$ cat src/rtl/fetch_sequencer.sv
// fetch_sequencer
//   Instruction-fetch control for the MIPS pipeline. Owns the PC and decides
//   each cycle whether it advances, holds or redirects. Fetching is sequenced
//   by debug commands (run / step / stop) and pipeline events (stall, taken
//   branch, jump, HALT in IF).
//
//   Optional build macro: BRANCH_DELAY_SLOT_EN
//     defined   -> o_flush tied to 0 (delay-slot instruction is kept)
//     undefined -> wrong-path instruction in IF/ID is flushed on redirect
//
// Ports
//   clk, rst                 clock, synchronous active-high reset
//   i_run, i_step, i_stop    debug-unit commands
//   i_stall                  hazard unit: hold PC and IF/ID
//   i_branch_taken/_target   ID-stage branch redirect
//   i_jump/_target           ID-stage jump redirect
//   i_halt_fetched           instruction in IF is HALT
//   o_pc                     registered PC (instruction memory address)
//   o_pc_plus4               o_pc + 4, wraps modulo 2^SIZE
//   o_fetch_en               IF/ID write enable
//   o_flush                  IF/ID clear (NOP insert)
//   o_state                  IDLE=0 RUN=1 STEP=2 DONE=3
//   o_cycle_count            saturating count of RUN/STEP cycles
module fetch_sequencer #(
  parameter int unsigned         SIZE     = 32,
  parameter logic [SIZE-1:0]     RESET_PC = '0,
  parameter int unsigned         CNT_SIZE = 32
) (
  input  logic                clk,
  input  logic                rst,
  input  logic                i_run,
  input  logic                i_step,
  input  logic                i_stop,
  input  logic                i_stall,
  input  logic                i_branch_taken,
  input  logic [SIZE-1:0]     i_branch_target,
  input  logic                i_jump,
  input  logic [SIZE-1:0]     i_jump_target,
  input  logic                i_halt_fetched,
  output logic [SIZE-1:0]     o_pc,
  output logic [SIZE-1:0]     o_pc_plus4,
  output logic                o_fetch_en,
  output logic                o_flush,
  output logic [1:0]          o_state,
  output logic [CNT_SIZE-1:0] o_cycle_count
);

  typedef enum logic [1:0] {
    ST_IDLE = 2'd0,
    ST_RUN  = 2'd1,
    ST_STEP = 2'd2,
    ST_DONE = 2'd3
  } state_t;

  state_t state, state_nxt;

  logic active;     // RUN or STEP
  logic adv;        // active and not stalled
  logic redirect;   // branch or jump wins this cycle
  logic halt_take;  // HALT is on the correct path and ends execution

  assign active    = (state == ST_RUN) || (state == ST_STEP);
  assign adv       = active && !i_stall;
  assign redirect  = i_branch_taken || i_jump;
  // A redirect alongside HALT means the HALT is wrong-path and is discarded.
  assign halt_take = adv && !redirect && i_halt_fetched;

  assign o_pc_plus4 = o_pc + SIZE'(4);
  assign o_state    = state;

  // State register
  always_ff @(posedge clk) begin
    if (rst) state <= ST_IDLE;
    else     state <= state_nxt;
  end

  // Next-state logic
  always_comb begin
    state_nxt = state;
    unique case (state)
      ST_IDLE: begin
        if (i_run)       state_nxt = ST_RUN;
        else if (i_step) state_nxt = ST_STEP;
      end
      ST_RUN: begin
        if (halt_take)   state_nxt = ST_DONE;
        else if (i_stop) state_nxt = ST_IDLE;
      end
      // One cycle only; a stalled step still returns with the PC unchanged.
      ST_STEP: begin
        if (halt_take)   state_nxt = ST_DONE;
        else             state_nxt = ST_IDLE;
      end
      ST_DONE:           state_nxt = ST_DONE;
      default:           state_nxt = ST_IDLE;
    endcase
  end

  // Output logic; held low while rst is asserted.
  always_comb begin
    o_fetch_en = 1'b0;
    o_flush    = 1'b0;
    if (!rst) begin
      o_fetch_en = adv && !halt_take;
`ifdef BRANCH_DELAY_SLOT_EN
      o_flush    = 1'b0;
`else
      o_flush    = adv && redirect;
`endif
    end
  end

  // PC: stall suppresses any redirect; the hazard unit keeps it asserted.
  always_ff @(posedge clk) begin
    if (rst) begin
      o_pc <= RESET_PC;
    end else if (adv) begin
      if (i_branch_taken)      o_pc <= i_branch_target;
      else if (i_jump)         o_pc <= i_jump_target;
      else if (!i_halt_fetched) o_pc <= o_pc_plus4;
    end
  end

  // Executed-cycle counter, stalls included, saturating.
  always_ff @(posedge clk) begin
    if (rst)                          o_cycle_count <= '0;
    else if (active && !(&o_cycle_count)) o_cycle_count <= o_cycle_count + CNT_SIZE'(1);
  end

endmodule

$ cat config.mk
export PLATFORM = sky130hd
export DESIGN_NAME = fetch_sequencer
export DESIGN_NICKNAME = d
export VERILOG_FILES = /design/src/rtl/fetch_sequencer.sv
export SDC_FILE = /design/constraint.sdc
export NUM_CORES = 1
export LEC_CHECK = 0
export BUFFER_PORTS_ARGS = -buffer_cell sky130_fd_sc_hd__buf_2
export CAP_MARGIN = 5
export CORE_ASPECT_RATIO = 1.4
export CORE_UTILIZATION = 25
export DETAILED_ROUTE_END_ITERATION = 16
export SLEW_MARGIN = 30
export SYNTH_ARGS = -nofsm -noshare
export SYNTH_HDL_FRONTEND = slang
export SYNTH_SLANG_ARGS = --single-unit
$ cat constraint.sdc
create_clock -name clk -period 3.6 [get_ports clk]
set_input_delay 0.18 -clock clk [delete_from_list [all_inputs] [get_ports clk]]
set_output_delay 0.18 -clock clk [all_outputs]
set_load 0.005 [all_outputs]
==> metrics, run 1 <==
initial DRC count=just over 300; fmax=between 300 and 400 MHz; Layout Nets=794; skew final=0.00551 ns; GP Congestion=0.829; CP Launch Point=o_pc[2]; vias per std cell=5.14; placed instance count=940; WL per Instance=16.3 um; fin worst setup slack=0.763 ns; CTS tree=yes; startpoint types=flip-flop; post-synthesis cell count=567; outcome=finished, final reports clean; final antenna diode count=0; initial antenna violation count=2; Yosys cell types=65; detailed-route DRC error count=0; post-layout util=between 30% and 40%; Pleak=0.00243 uW; Avg Inst Size Synth=7.77 um2; Top FF cell, synth=dfxtp_1; fraction of layout cells with a size suffix above 1=29.3%; Core Rows=between 50 and 60; commonest non-fill, non-tap cell in the layout=buf_2; synth warn=0; detailed placement HPWL=11.7 mm; Syn Std Cell Area=4400 um2; root buf cell=clkbuf_16; maximum fanout along the worst path=7; Req. time, crit path=3.42 ns; WS Path Type=flip-flop to output port; starting density of the core=25.4%; all-layer global routing usage=17.1%; Slew @ Worst Pin=0.841 ns; CTS HTree Levels=3; grt ovf=0; Layout fillers=1890; Clock Sinks=66; async set-or-reset flop fraction in the synthesized netlist=0%; CTS clk-pin slew, worst paths=0.06 ns; boundary pin count=173; Fin. Hold Viols=0; # port buffers=172; core footprint=around 17000 um2; Final setup viols=0; commonest cells after routing, fill and taps aside=buf_2, dfxtp_1, nor2_1; RSZ-0062 raised after global routing=no; worst r2r path cells=8; # Post-CTS Setup Buffers=0; arrival time of the worst setup path=2.66 ns; via count=4915; min-delay worst type=input port to flip-flop; cts hold-fix bufs=0; clock buffer depth=2; post-cts sizing count=0; vias in the first global route=4556; DRT Pass-1 Iters=5; PD cells=approximately 460 nW/um2; Post-Place Setup Slack=0.998 ns; die area=about 18000 um2; Tot Pwr=between 2000 and 3000 uW; pin count of the biggest net entering global routing=39; DRT Wirelength=15.6 mm; Die H=~160 um; final cell count without fillers=956; IR Drop Worst-Case VDD=288 uV; EDFF count, synth=0; sum of negative setup slack=0 ns; minimum clock period=2.84 ns; antenna viol nets, final=0; Tcrit/Tclk final=78.8%; DIE WIDTH=114 um; Worst-Skew Late Latency=0.34 ns; hold path depth=3; Worst setup EP type=output port; syn_nets=646; Critical R2R Launch=o_state[0]; P&R area growth vs syn=30.3%; first-pass GRT wire length=24.2 mm; register bit total from synthesis=66; Num CTS Buffers=9; Max-slew headroom=43.9%; Max Cap Viol=0; part of the Yosys area used for sequential elements=30.0%; Slew Limit Fails=0; HP Start=i_branch_target[22]
## synth_stat cells, types with 15 or more instances
cell,number,area share (%)
a21oi_1,37,4.2
a22oi_1,15,2.6
clkbuf_1,31,2.6
dfxtp_1,66,30
nand2_1,44,3.8
nand3_1,28,3.2
nand4_1,18,2.6
nor2_1,46,3.9
nor3_1,16,1.8
o21ai_0,20,2.3
xnor2_1,23,4.6
xor2_1,15,3.0
## final timing paths
check	slack, ns	to
worst max-delay path	0.76	o_pc_plus4[30]
worst min-delay path	0.11	o_pc[22]
worst max register to register	1.04	o_pc[24]
worst min register to register	0.50	o_cycle_count[16]
## state kept, by name, indices dropped and copies added (netlist names)
| name | cells |
|---|---|
| o_pc | 32 |
| o_cycle_count | 32 |
| o_state | 2 |
## stage by stage
step / hold WS, ns / instance area (um2)
after floorplan: 0.358 / 4400
after global placement: 0.465 / 5440
after detailed placement: 0.461 / 5440
after CTS: 0.0991 / 5740
after global routing: 0.141 / 5740
final: 0.108 / 5740
## logic make-up (layout without fill, tap and decap cells)
logic type               Yosys count  in the layout  synth area share [%]
XOR/XNOR                          38             38                  7.56
AND/OR/NAND/NOR                  230            230                  28.0
adder cells (fa/ha/maj)            6              6                  1.70
AO/OA/AOI/OAI                    162            162                  25.6
buffers and inverters             59            212                  5.82
flip-flops                        66             66                  30.0
multiplexers                       6              6                  1.39
## critical path, cell delays in order (launching register included)
cell and delay, ns:
dfxtp_1 0.45, ha_1 0.22, nand3_1 0.26, nor2_1 0.39, nand4_1 0.26, or3_1 0.42, xnor2_1 0.18, buf_2 0.14
## report_power, final
part | internal, uW | switching [uW] | leakage [uW]
combinational | 342 | 454 | 0.00175
sequential | 816 | 134 | 0.000535
clock | 560 | 333 | 0.000152
total | 1720 | 921 | 0.00243
## per-layer routing
metal  GRT usage [%]  up-vias  wire length, um
li1                -     2436                -
met1            19.0     2260             6180
met2            31.3      190             8080
met3            4.26       25             1040
met4            5.14        4              253
met5               0        -               23
## area by class of cell
| type | count | area, um2 | share of cell area, % |
|---|---|---|---|
| Clock inverter | 1 | 5.00 | 0.0872 |
| Inverter | 14 | 52.6 | 0.916 |
| Tap cell | 236 | 295 | 5.15 |
| Multi-Input combinational cell | 442 | 2830 | 49.3 |
| Clock buffer | 15 | 298 | 5.19 |
| Sequential cell | 66 | 1320 | 23.0 |
| Timing Repair Buffer | 182 | 936 | 16.3 |
No activity file was read; power rests on OpenSTA's default activity.
==> run 2, diff against run 1 <==
==> constraint.sdc (replaced) <==
create_clock -name clk -period 2.66 [get_ports clk]
set_input_delay 0.133 -clock clk [delete_from_list [all_inputs] [get_ports clk]]
set_output_delay 0.133 -clock clk [all_outputs]
set_load 0.005 [all_outputs]
==> metrics, run 2 (synthesized netlist as in run 1, its figures left out) <==
Max Cap Viol=0 (unchanged); switching pwr=1300 uW (+41%); # port buffers=172 (unchanged); skew final=0.00529 ns (-0.000222 ns); grt ovf=0 (unchanged); Int Pwr=2570 uW (+49%); Tcrit/Tclk final=92.3%; startpoint types=flip-flop; first-pass GRT wire length=24.5 mm (+1.3%); Req. time, crit path=2.53 ns (-0.89 ns); Layout Nets=812 (+2.3%); Seq pwr share=32.8% (-3.2 points); min-delay worst type=input port to flip-flop; fin worst setup slack=0.204 ns (-0.559 ns); Core Rows=57 (unchanged); minimum clock period=2.46 ns; P&R area growth vs syn=34.8%; maximum fanout along the worst path=7 (unchanged); Slew @ Worst Pin=0.588 ns (-0.253 ns); Final setup viols=0 (unchanged); root buf cell=clkbuf_16; Die H=159 um (unchanged); Worst setup EP type=output port; detailed-route DRC error count=0 (unchanged); Max-slew headroom=60.8% (+17 points); Pleak=0.00255 uW (+5.0%); WL per Instance=16.4 um (+0.89%); Fin. Hold Viols=0 (unchanged); outcome=finished, final reports clean; combinational cell fraction of total power=30.7% (+0.5 points); core footprint=17300 um2 (unchanged); Tot Pwr=3870 uW (+47%); initial DRC count=297 (-2.0%); DRT Wirelength=16.0 mm (+2.8%); GP Congestion=0.848 (+2.3%); vias in the first global route=4550 (-0.13%); antenna viol nets, final=0 (unchanged); switch share=33.6% (-1.3 points); final antenna diode count=0 (unchanged); DIE WIDTH=114 um (unchanged); PD cells=652 nW/um2 (+42%); fraction of layout cells with a size suffix above 1=31.4% (+2.1 points); CTS clk-pin slew, worst paths=0.06 ns (about the same); arrival time of the worst setup path=2.32 ns (-0.34 ns); # Post-CTS Setup Buffers=0 (unchanged); sum of negative setup slack=0 ns (unchanged); Clock Sinks=66 (unchanged); DRT Pass-1 Iters=5 (unchanged); via count=4988 (+1.5%); WS Path Type=flip-flop to output port; Slew Limit Fails=0 (unchanged); CTS HTree Levels=3 (unchanged); clock buffer depth=2 (unchanged); CTS tree=yes; commonest cells after routing, fill and taps aside=buf_2, dfxtp_1, nor2_1; detailed placement HPWL=12.1 mm (+4.0%); fmax=407 MHz; commonest non-fill, non-tap cell in the layout=buf_2; IR Drop Worst-Case VDD=373 uV (+29%); Post-Place Setup Slack=0.340 ns (-0.658 ns); initial antenna violation count=1 (-1); RSZ-0062 raised after global routing=no; boundary pin count=173 (unchanged); die area=18200 um2 (unchanged); Fin Hold WS=0.0879 ns (-0.0197 ns); starting density of the core=25.4% (unchanged); vias per std cell=5.12 (-0.39%); R2R setup slack=0.31 ns (-0.73 ns); Num CTS Buffers=9 (unchanged); pin count of the biggest net entering global routing=36 (-7.7%); all-layer global routing usage=17.3% (+0.22 points); post-layout util=34.3% (+1.2 points); Worst-Skew Late Latency=0.34 ns (about the same); Clock power frac=36.6% (+2.8 points)
[run 2: changes by cell type in the layout (fill, tap and decap cells not counted), moves of 2 or more]
cell,delta
buf_4,+18
bufinv_16,+3
clkbuf_8,-4
clkinvlp_4,+2
[run 2: through the flow]
step,std cells,area [um2]
finish,974,5940
global route,974,5940
CTS,974,5920
detailed placement,958,5570
global placement,958,5570
floorplan,567,4400
[run 2: layout make-up]
class,count,area [um2]
timing repair buffer,200,1070
clock buffer,10,239
multi-input combinational,442,2850
clock inverter,6,114
inverter,14,52.6
fill,1890,11400
sequential,66,1320
tap,236,295
[run 2: final timing paths]
check / from / endpoint / depth (start not counted)
worst min register to register: o_cycle_count[16] / o_cycle_count[16] / 1
worst min-delay path: i_branch_target[5] / o_pc[5] / 3
worst max-delay path: o_pc[2] / o_pc_plus4[30] / 7
worst max register to register: o_state[0] / o_pc[30] / 7
[run 2: per-layer routing]
metal	vias up	global-route usage (%)	routed length, um
li1	2469	-	-
met1	2339	19.6	6580
met2	166	32.1	8490
met3	12	3.35	777
met4	2	4.96	146
met5	-	0	13
[run 2: critical path, stage by stage (launching register included)]
cell	delay (ns)
dfxtp_1	0.43
ha_1	0.23
nand3_2	0.19
nor2_1	0.19
nand4_1	0.24
or3_1	0.43
xnor2_1	0.14
buf_2	0.14
[run 2: power by group through the flow]
stage	registers, uW	clock network (uW)	logic (uW)
5_1_grt	1290	1480	1310
3_3_place_gp	1280	0	1180
6_report	1270	1410	1190
3_5_place_dp	1290	0	1190
4_1_cts	1270	1450	1190
2_1_floorplan	1270	0	719
[run 2: what timing repair did]
| item | in CTS | in global routing |
|---|---|---|
| endpoints found under the setup margin | 0 | 6 |
| resized for setup | 0 | 3 |
| hold buffers | 0 | 0 |
